<file path="src/rtl/ld_shot_sequencer.sv">
// -----------------------------------------------------------------------------
// ld_shot_sequencer
//
// Generates the periodic laser-diode start pulse and, aligned to each pulse, a
// capture-enable window for the ADC sample writer. It runs a burst of
// num_shots_i shots, or runs continuously when num_shots_i is 0. Before each
// shot it waits for the capture buffer. It reports progress and completion.
//
// Ports
//   clk           system clock; all logic on the rising edge
//   rst_n         asynchronous active-low reset
//   start_i       single-cycle burst request, ignored while busy
//   abort_i       single-cycle stop request, highest priority
//   num_shots_i   burst length, latched on an accepted start (0 = continuous)
//   buf_rdy_i     capture buffer can take one full shot
//   ld_start_o    laser-diode start pulse
//   cap_en_o      ADC capture window
//   cap_first_o   pulse on the first cycle of each capture window
//   shot_idx_o    0-based index of the current or last shot
//   busy_o        high from an accepted start until the return to idle
//   done_o        one-cycle pulse when a finite burst completes
// -----------------------------------------------------------------------------
module ld_shot_sequencer #(
  parameter int PERIOD    = 1250,
  parameter int PULSE_W   = 6,
  parameter int CAP_DELAY = 20,
  parameter int CAP_LEN   = 1024,
  parameter int CNT_W     = 16
) (
  input  logic             clk,
  input  logic             rst_n,
  input  logic             start_i,
  input  logic             abort_i,
  input  logic [CNT_W-1:0] num_shots_i,
  input  logic             buf_rdy_i,
  output logic             ld_start_o,
  output logic             cap_en_o,
  output logic             cap_first_o,
  output logic [CNT_W-1:0] shot_idx_o,
  output logic             busy_o,
  output logic             done_o
);

  localparam int PW = $clog2(PERIOD);

  // Window boundaries, pre-sized to the period counter width.
  localparam logic [PW-1:0] LAST_CNT  = PW'(PERIOD - 1);
  localparam logic [PW-1:0] PULSE_END = PW'(PULSE_W);
  localparam logic [PW-1:0] CAP_START = PW'(CAP_DELAY);
  localparam logic [PW-1:0] CAP_LAST  = PW'(CAP_DELAY + CAP_LEN - 1);

  typedef enum logic [1:0] {
    S_IDLE     = 2'd0,
    S_WAIT_RDY = 2'd1,
    S_SHOT     = 2'd2
  } state_e;

  state_e           state_q, state_d;
  logic [PW-1:0]    period_cnt_q, period_cnt_d;
  logic [CNT_W-1:0] shot_idx_q, shot_idx_d;
  logic [CNT_W-1:0] num_shots_q, num_shots_d;
  logic             burst_end_d;

  logic ld_start_q, ld_start_d;
  logic cap_en_q, cap_en_d;
  logic cap_first_q, cap_first_d;
  logic busy_q, busy_d;
  logic done_q, done_d;

  // State and output registers.
  always_ff @(posedge clk or negedge rst_n) begin
    if (!rst_n) begin
      state_q      <= S_IDLE;
      period_cnt_q <= '0;
      shot_idx_q   <= '0;
      num_shots_q  <= '0;
      ld_start_q   <= 1'b0;
      cap_en_q     <= 1'b0;
      cap_first_q  <= 1'b0;
      busy_q       <= 1'b0;
      done_q       <= 1'b0;
    end else begin
      state_q      <= state_d;
      period_cnt_q <= period_cnt_d;
      shot_idx_q   <= shot_idx_d;
      num_shots_q  <= num_shots_d;
      ld_start_q   <= ld_start_d;
      cap_en_q     <= cap_en_d;
      cap_first_q  <= cap_first_d;
      busy_q       <= busy_d;
      done_q       <= done_d;
    end
  end

  // Next-state logic.
  always_comb begin
    state_d      = state_q;
    period_cnt_d = period_cnt_q;
    shot_idx_d   = shot_idx_q;
    num_shots_d  = num_shots_q;
    burst_end_d  = 1'b0;

    if (abort_i) begin
      state_d      = S_IDLE;
      period_cnt_d = '0;
    end else begin
      unique case (state_q)
        S_IDLE: begin
          if (start_i) begin
            num_shots_d  = num_shots_i;
            shot_idx_d   = '0;
            period_cnt_d = '0;
            state_d      = buf_rdy_i ? S_SHOT : S_WAIT_RDY;
          end
        end
        S_WAIT_RDY: begin
          if (buf_rdy_i) begin
            period_cnt_d = '0;
            state_d      = S_SHOT;
          end
        end
        S_SHOT: begin
          if (period_cnt_q == LAST_CNT) begin
            period_cnt_d = '0;
            if ((num_shots_q != '0) && (shot_idx_q == num_shots_q - CNT_W'(1))) begin
              burst_end_d = 1'b1;
              state_d     = S_IDLE;
            end else begin
              // Wraps naturally in continuous mode.
              shot_idx_d = shot_idx_q + CNT_W'(1);
              state_d    = buf_rdy_i ? S_SHOT : S_WAIT_RDY;
            end
          end else begin
            period_cnt_d = period_cnt_q + PW'(1);
          end
        end
        default: begin
          state_d      = S_IDLE;
          period_cnt_d = '0;
        end
      endcase
    end
  end

  // Output logic: decoded from the next state so every output is a register
  // that is valid in the same cycle as the period count it describes.
  always_comb begin
    ld_start_d  = 1'b0;
    cap_en_d    = 1'b0;
    cap_first_d = 1'b0;
    busy_d      = (state_d != S_IDLE);
    done_d      = burst_end_d;
    if (state_d == S_SHOT) begin
      ld_start_d  = (period_cnt_d < PULSE_END);
      cap_en_d    = (period_cnt_d >= CAP_START) && (period_cnt_d <= CAP_LAST);
      cap_first_d = (period_cnt_d == CAP_START);
    end
  end

  assign ld_start_o  = ld_start_q;
  assign cap_en_o    = cap_en_q;
  assign cap_first_o = cap_first_q;
  assign shot_idx_o  = shot_idx_q;
  assign busy_o      = busy_q;
  assign done_o      = done_q;

endmodule

</file>
<file path="config.mk">
export PLATFORM = sky130hd
export DESIGN_NAME = ld_shot_sequencer
export DESIGN_NICKNAME = d
export VERILOG_FILES = /design/src/rtl/ld_shot_sequencer.sv
export SDC_FILE = /design/constraint.sdc
export NUM_CORES = 1
export LEC_CHECK = 0
export CORE_MARGIN = 2
export CORE_UTILIZATION = 55
export DETAILED_ROUTE_END_ITERATION = 10
export GPL_TIMING_DRIVEN = 0
export PLACE_DENSITY = 0.77
export SETUP_SLACK_MARGIN = 0.5
export SLEW_MARGIN = 20
export SYNTH_ARGS = -nofsm -noshare
export SYNTH_HDL_FRONTEND = slang
export SYNTH_SLANG_ARGS = --single-unit
</file>
<file path="constraint.sdc">
create_clock -name clk -period 3 [get_ports clk]
set_input_delay 0.6 -clock clk [delete_from_list [all_inputs] [get_ports clk]]
set_output_delay 0.6 -clock clk [all_outputs]
set_load 0.1 [all_outputs]
</file>
==> flow_metrics.py <==
metrics = {
    "routing": {
        "route.antenna.remaining_nets": 0,
        "initialDrtViolationCount": 304,
        "drc_errors": 0,
        "postRouteWirelength_microns": 9390,
        "drt_pre_antenna_iters": 5,
        "vias": 3181,
        "routed_via_density": 6.26,
        "post_drt_wl_per_cell_microns": 18.5,
    },
    "global_route": {
        "grt_pass1_vias": 3111,
        "grt_antenna_before_repair": 0,
        "grt_pass1_wl_microns": 14600,
        "grt_start_max_net_pins": 51,
        "gr-usage-all-layers_pct": 29.0,
        "globalRouteOverflowTotal": 0,
    },
    "clocking": {
        "cts_made_buffers": 5,
        "worst_skew_pair.late_latency_ns": 0.31,
        "clkSlewWorstSetupHoldPaths_ns": 0.10,
        "h-tree-depth": 2,
        "cts_tree": "done",
        "clock_tree.root_cell": "clkbuf_8",
        "postCtsHoldBufs": 0,
        "cts_max_path_buffers": 2,
        "cts_num_sinks": 50,
    },
    "logic_synthesis": {
        "ys_warn_count": 0,
        "synth-seq-area-share_pct": 39.1,
        "postSynthNetCount": 390,
        "synth_area_sq_um": 3200,
        "syn_avg_cell_area_sq_um": 8.78,
        "netlist_instances": 364,
        "synth_seq_cells": 50,
        "synth.top_cell.area_share_pct": 39.1,
        "synth_top_flop_cell": "dfrtp_1",
        "synth_enable_flop_cells": 0,
        "post_synth_main_area_contributors": "dfrtp_1 (39%), nand2_1 (6.6%), xor2_1 (3.6%)",
        "asyncSetResetFlopFracSynth_pct": 100,
        "ys_types": 64,
        "cell_taking_the_most_area_after_synthesis": "dfrtp_1",
    },
    "die": {
        "floorplan.die_area_sq_um": 6440,
        "chipHeight_microns": 80.2,
        "width_of_the_chip_microns": 80.2,
        "core_area_sq_um": 5570,
        "floorplan.initialDensity_pct": 57.4,
        "pin_count": 42,
        "placement_rows": 27,
    },
    "power": {
        "ir_worst_vdd_mv": 0.290,
        "p_leak_nw": 1.98,
        "power_density_cells_nw_per_um2": 440,
    },
    "timing": {
        "skew_ns": 0.0168,
        "grt_setup_unrepaired": "true",
        "setup_violations": 0,
        "period_needed_ns": 2.81,
        "fin_hold_ws_ns": 0.303,
        "timing_max_transition_violations_final": 0,
        "pin_slew_with_the_least_headroom_to_its_limit_ns": 0.975,
        "hold_viol_final": 0,
        "max_clock_freq_mhz": 355,
        "min_period_over_period_pct": 93.8,
        "worst_slew_margin_rel_pct": 34.9,
    },
    "final_layout": {
        "nNetsFinal": 461,
        "n_fill_cell": 388,
        "layout.core_utilization_pct": 76.1,
        "syn2layout_area_growth_pct": 32.8,
        "antenna-diode-count": 0,
        "drive_above_1_share_pct": 22.7,
    },
    "setup_path": {
        "critical_path.reg2reg.startpoint": "num_shots_q[0]",
        "worst_r2r_path_depth": 9,
        "worstSetupStartpointType": "flip-flop",
        "worst_ep_required_time_ns": 3.19,
        "cp_max_fo": 3,
        "number_of_cells_on_the_critical_path": 9,
        "crit_family": "simple AND/OR/NAND/NOR gates",
        "worstPathCellList": "inv_2 -> ha_4 -> nor3b_4 -> xnor2_1 -> nand4_1 -> or4_4 -> or4_4 -> nand2_4 -> mux2_4",
        "worst-r2r-setup-slack_ns": 0.19,
        "cp.buffers_inverters": 1,
        "timing_worst_setup_path_type": "reg2reg",
        "max_stage_delay_ns": 0.61,
        "crit_path_top_delay_cell": "or4_4",
        "arr_time_crit_path_ns": 3.01,
        "worstSetupStartpoint": "num_shots_q[0]",
        "crit_top_cell": "or4_4",
        "setup.worst_path.end_class": "flip-flop",
    },
    "worst_hold_path": {
        "worst_hold_path_type": "in2async",
    },
    "placed_design": {
        "dp.final_hpwl_microns": 6090,
        "io_buffers": 41,
        "finalWeightedCongestion": 0.915,
    },
    "status": {
        "status": "finished clean",
    },
    "job": {
        "max-cap-violations": 0,
    },
}
## synthesized netlist by cell type, types with 3 or more instances
| master | instances |
|---|---|
| nand4_1 | 10 |
| and3_1 | 11 |
| nor2_1 | 19 |
| xor2_1 | 13 |
| o211ai_1 | 6 |
| nand3_1 | 14 |
| nor3_1 | 17 |
| o2111ai_1 | 3 |
| and2_1 | 6 |
| o21ai_1 | 8 |
| or4_1 | 10 |
| dfrtp_1 | 50 |
| nor2b_1 | 5 |
| o21ai_0 | 14 |
| nand4b_1 | 3 |
| or3_1 | 10 |
| inv_1 | 11 |
| clkbuf_1 | 10 |
| buf_6 | 4 |
| nand2_1 | 56 |
| a21oi_1 | 13 |
| ha_1 | 5 |
| a31oi_1 | 5 |
| nand2b_1 | 3 |
| xnor2_1 | 11 |
## cell usage in the layout (no fill, tap or decap), types with 6 or more instances in the layout
cell / netlist / layout
a21oi_1: 13 / 11
and2_1: 6 / 6
and3_1: 11 / 11
buf_4: 0 / 18
buf_6: 4 / 10
clkbuf_1: 10 / 8
clkdlybuf4s50_1: 0 / 23
dfrtp_1: 50 / 33
dfrtp_2: 0 / 15
dlygate4sd2_1: 0 / 7
dlymetal6s2s_1: 0 / 10
inv_1: 11 / 9
nand2_1: 56 / 56
nand3_1: 14 / 13
nand4_1: 10 / 10
nor2_1: 19 / 18
nor3_1: 17 / 13
o211ai_1: 6 / 6
o21ai_0: 14 / 11
o21ai_1: 8 / 8
or3_1: 10 / 10
or4_1: 10 / 8
xnor2_1: 11 / 10
xor2_1: 13 / 11
## report_power, final
group | internal (mW) | switching, mW | leakage, nW | total (mW)
Sequential | 0.727 | 0.0747 | 0.642 | 0.801
Clock | 0.249 | 0.239 | 0.0514 | 0.489
Combinational | 0.253 | 0.325 | 1.29 | 0.577
## worst reg2reg max path, stage by stage, from the launching register on
cell     delay, ns
dfrtp_1       0.42
inv_2         0.10
ha_4          0.14
nor3b_4       0.21
xnor2_1       0.19
nand4_1       0.12
or4_4         0.52
or4_4         0.61
nand2_4       0.10
mux2_4        0.29
## flip-flops by register name (all words and copies together) (netlist names)
signal	flops
busy_o	1
state_q	2
shot_idx_o	16
cap_first_o	1
cap_en_o	1
num_shots_q	16
ld_start_o	1
done_o	1
period_cnt_q	11
## per-layer routing
| metal | track usage, % | wire, microns |
|---|---|---|
| met1 | 35.3 | 3700 |
| met2 | 51.6 | 4880 |
| met3 | 4.72 | 513 |
| met4 | 10.5 | 297 |
| met5 | 0 | 0 |
## worst paths after layout
kind | to
worst max register to register | shot_idx_o[0]
worst min register to register | num_shots_q[15]
max in group asynchronous | shot_idx_o[12]
worst max-delay path | shot_idx_o[0]
min in group clk | num_shots_q[15]
worst min-delay path | shot_idx_o[13]
## area by class of cell
| type | count | area, sq um | area share (%) |
|---|---|---|---|
| multi-input combinational | 285 | 2000 | 47.1 |
| sequential | 50 | 1280 | 30.1 |
| timing repair buffer | 64 | 613 | 14.4 |
| buffer | 17 | 109 | 2.56 |
| tap | 72 | 90.1 | 2.12 |
| clock buffer | 6 | 72.6 | 1.71 |
| inverter | 12 | 45.0 | 1.06 |
| clock inverter | 2 | 37.5 | 0.884 |
## logic make-up after synthesis
logic type	share of synthesized area, %
AO/OA/AOI/OAI	15.7
flip-flops	39.1
XOR/XNOR	6.58
AND/OR/NAND/NOR	31.2
multiplexers	0.978
buffers and inverters	4.42
adder cells (fa/ha/maj)	1.96
## timing repair
item                                   4_1_cts  5_1_grt
buffers inserted                            19        2
setup endpoints to repair                   31       35
resized for setup                           30       38
pin swaps                                   15       18
endpoints found under the hold margin        0        0
gates cloned                                 2        0
## metrics by stage
step	std cells	cell area [sq um]	setup WS, ns	power (mW)	setup TNS [ns]
after floorplan	364	3250	0.354	1.12	0
after global placement	477	3750	-0.514	1.24	-11.75
after detailed placement	477	3750	0.0183	1.26	0
after CTS	506	4100	0.268	1.81	0
after global routing	508	4240	0.0967	1.96	0
final	508	4240	0.186	1.87	0
Power figures use the tool's default switching activity.
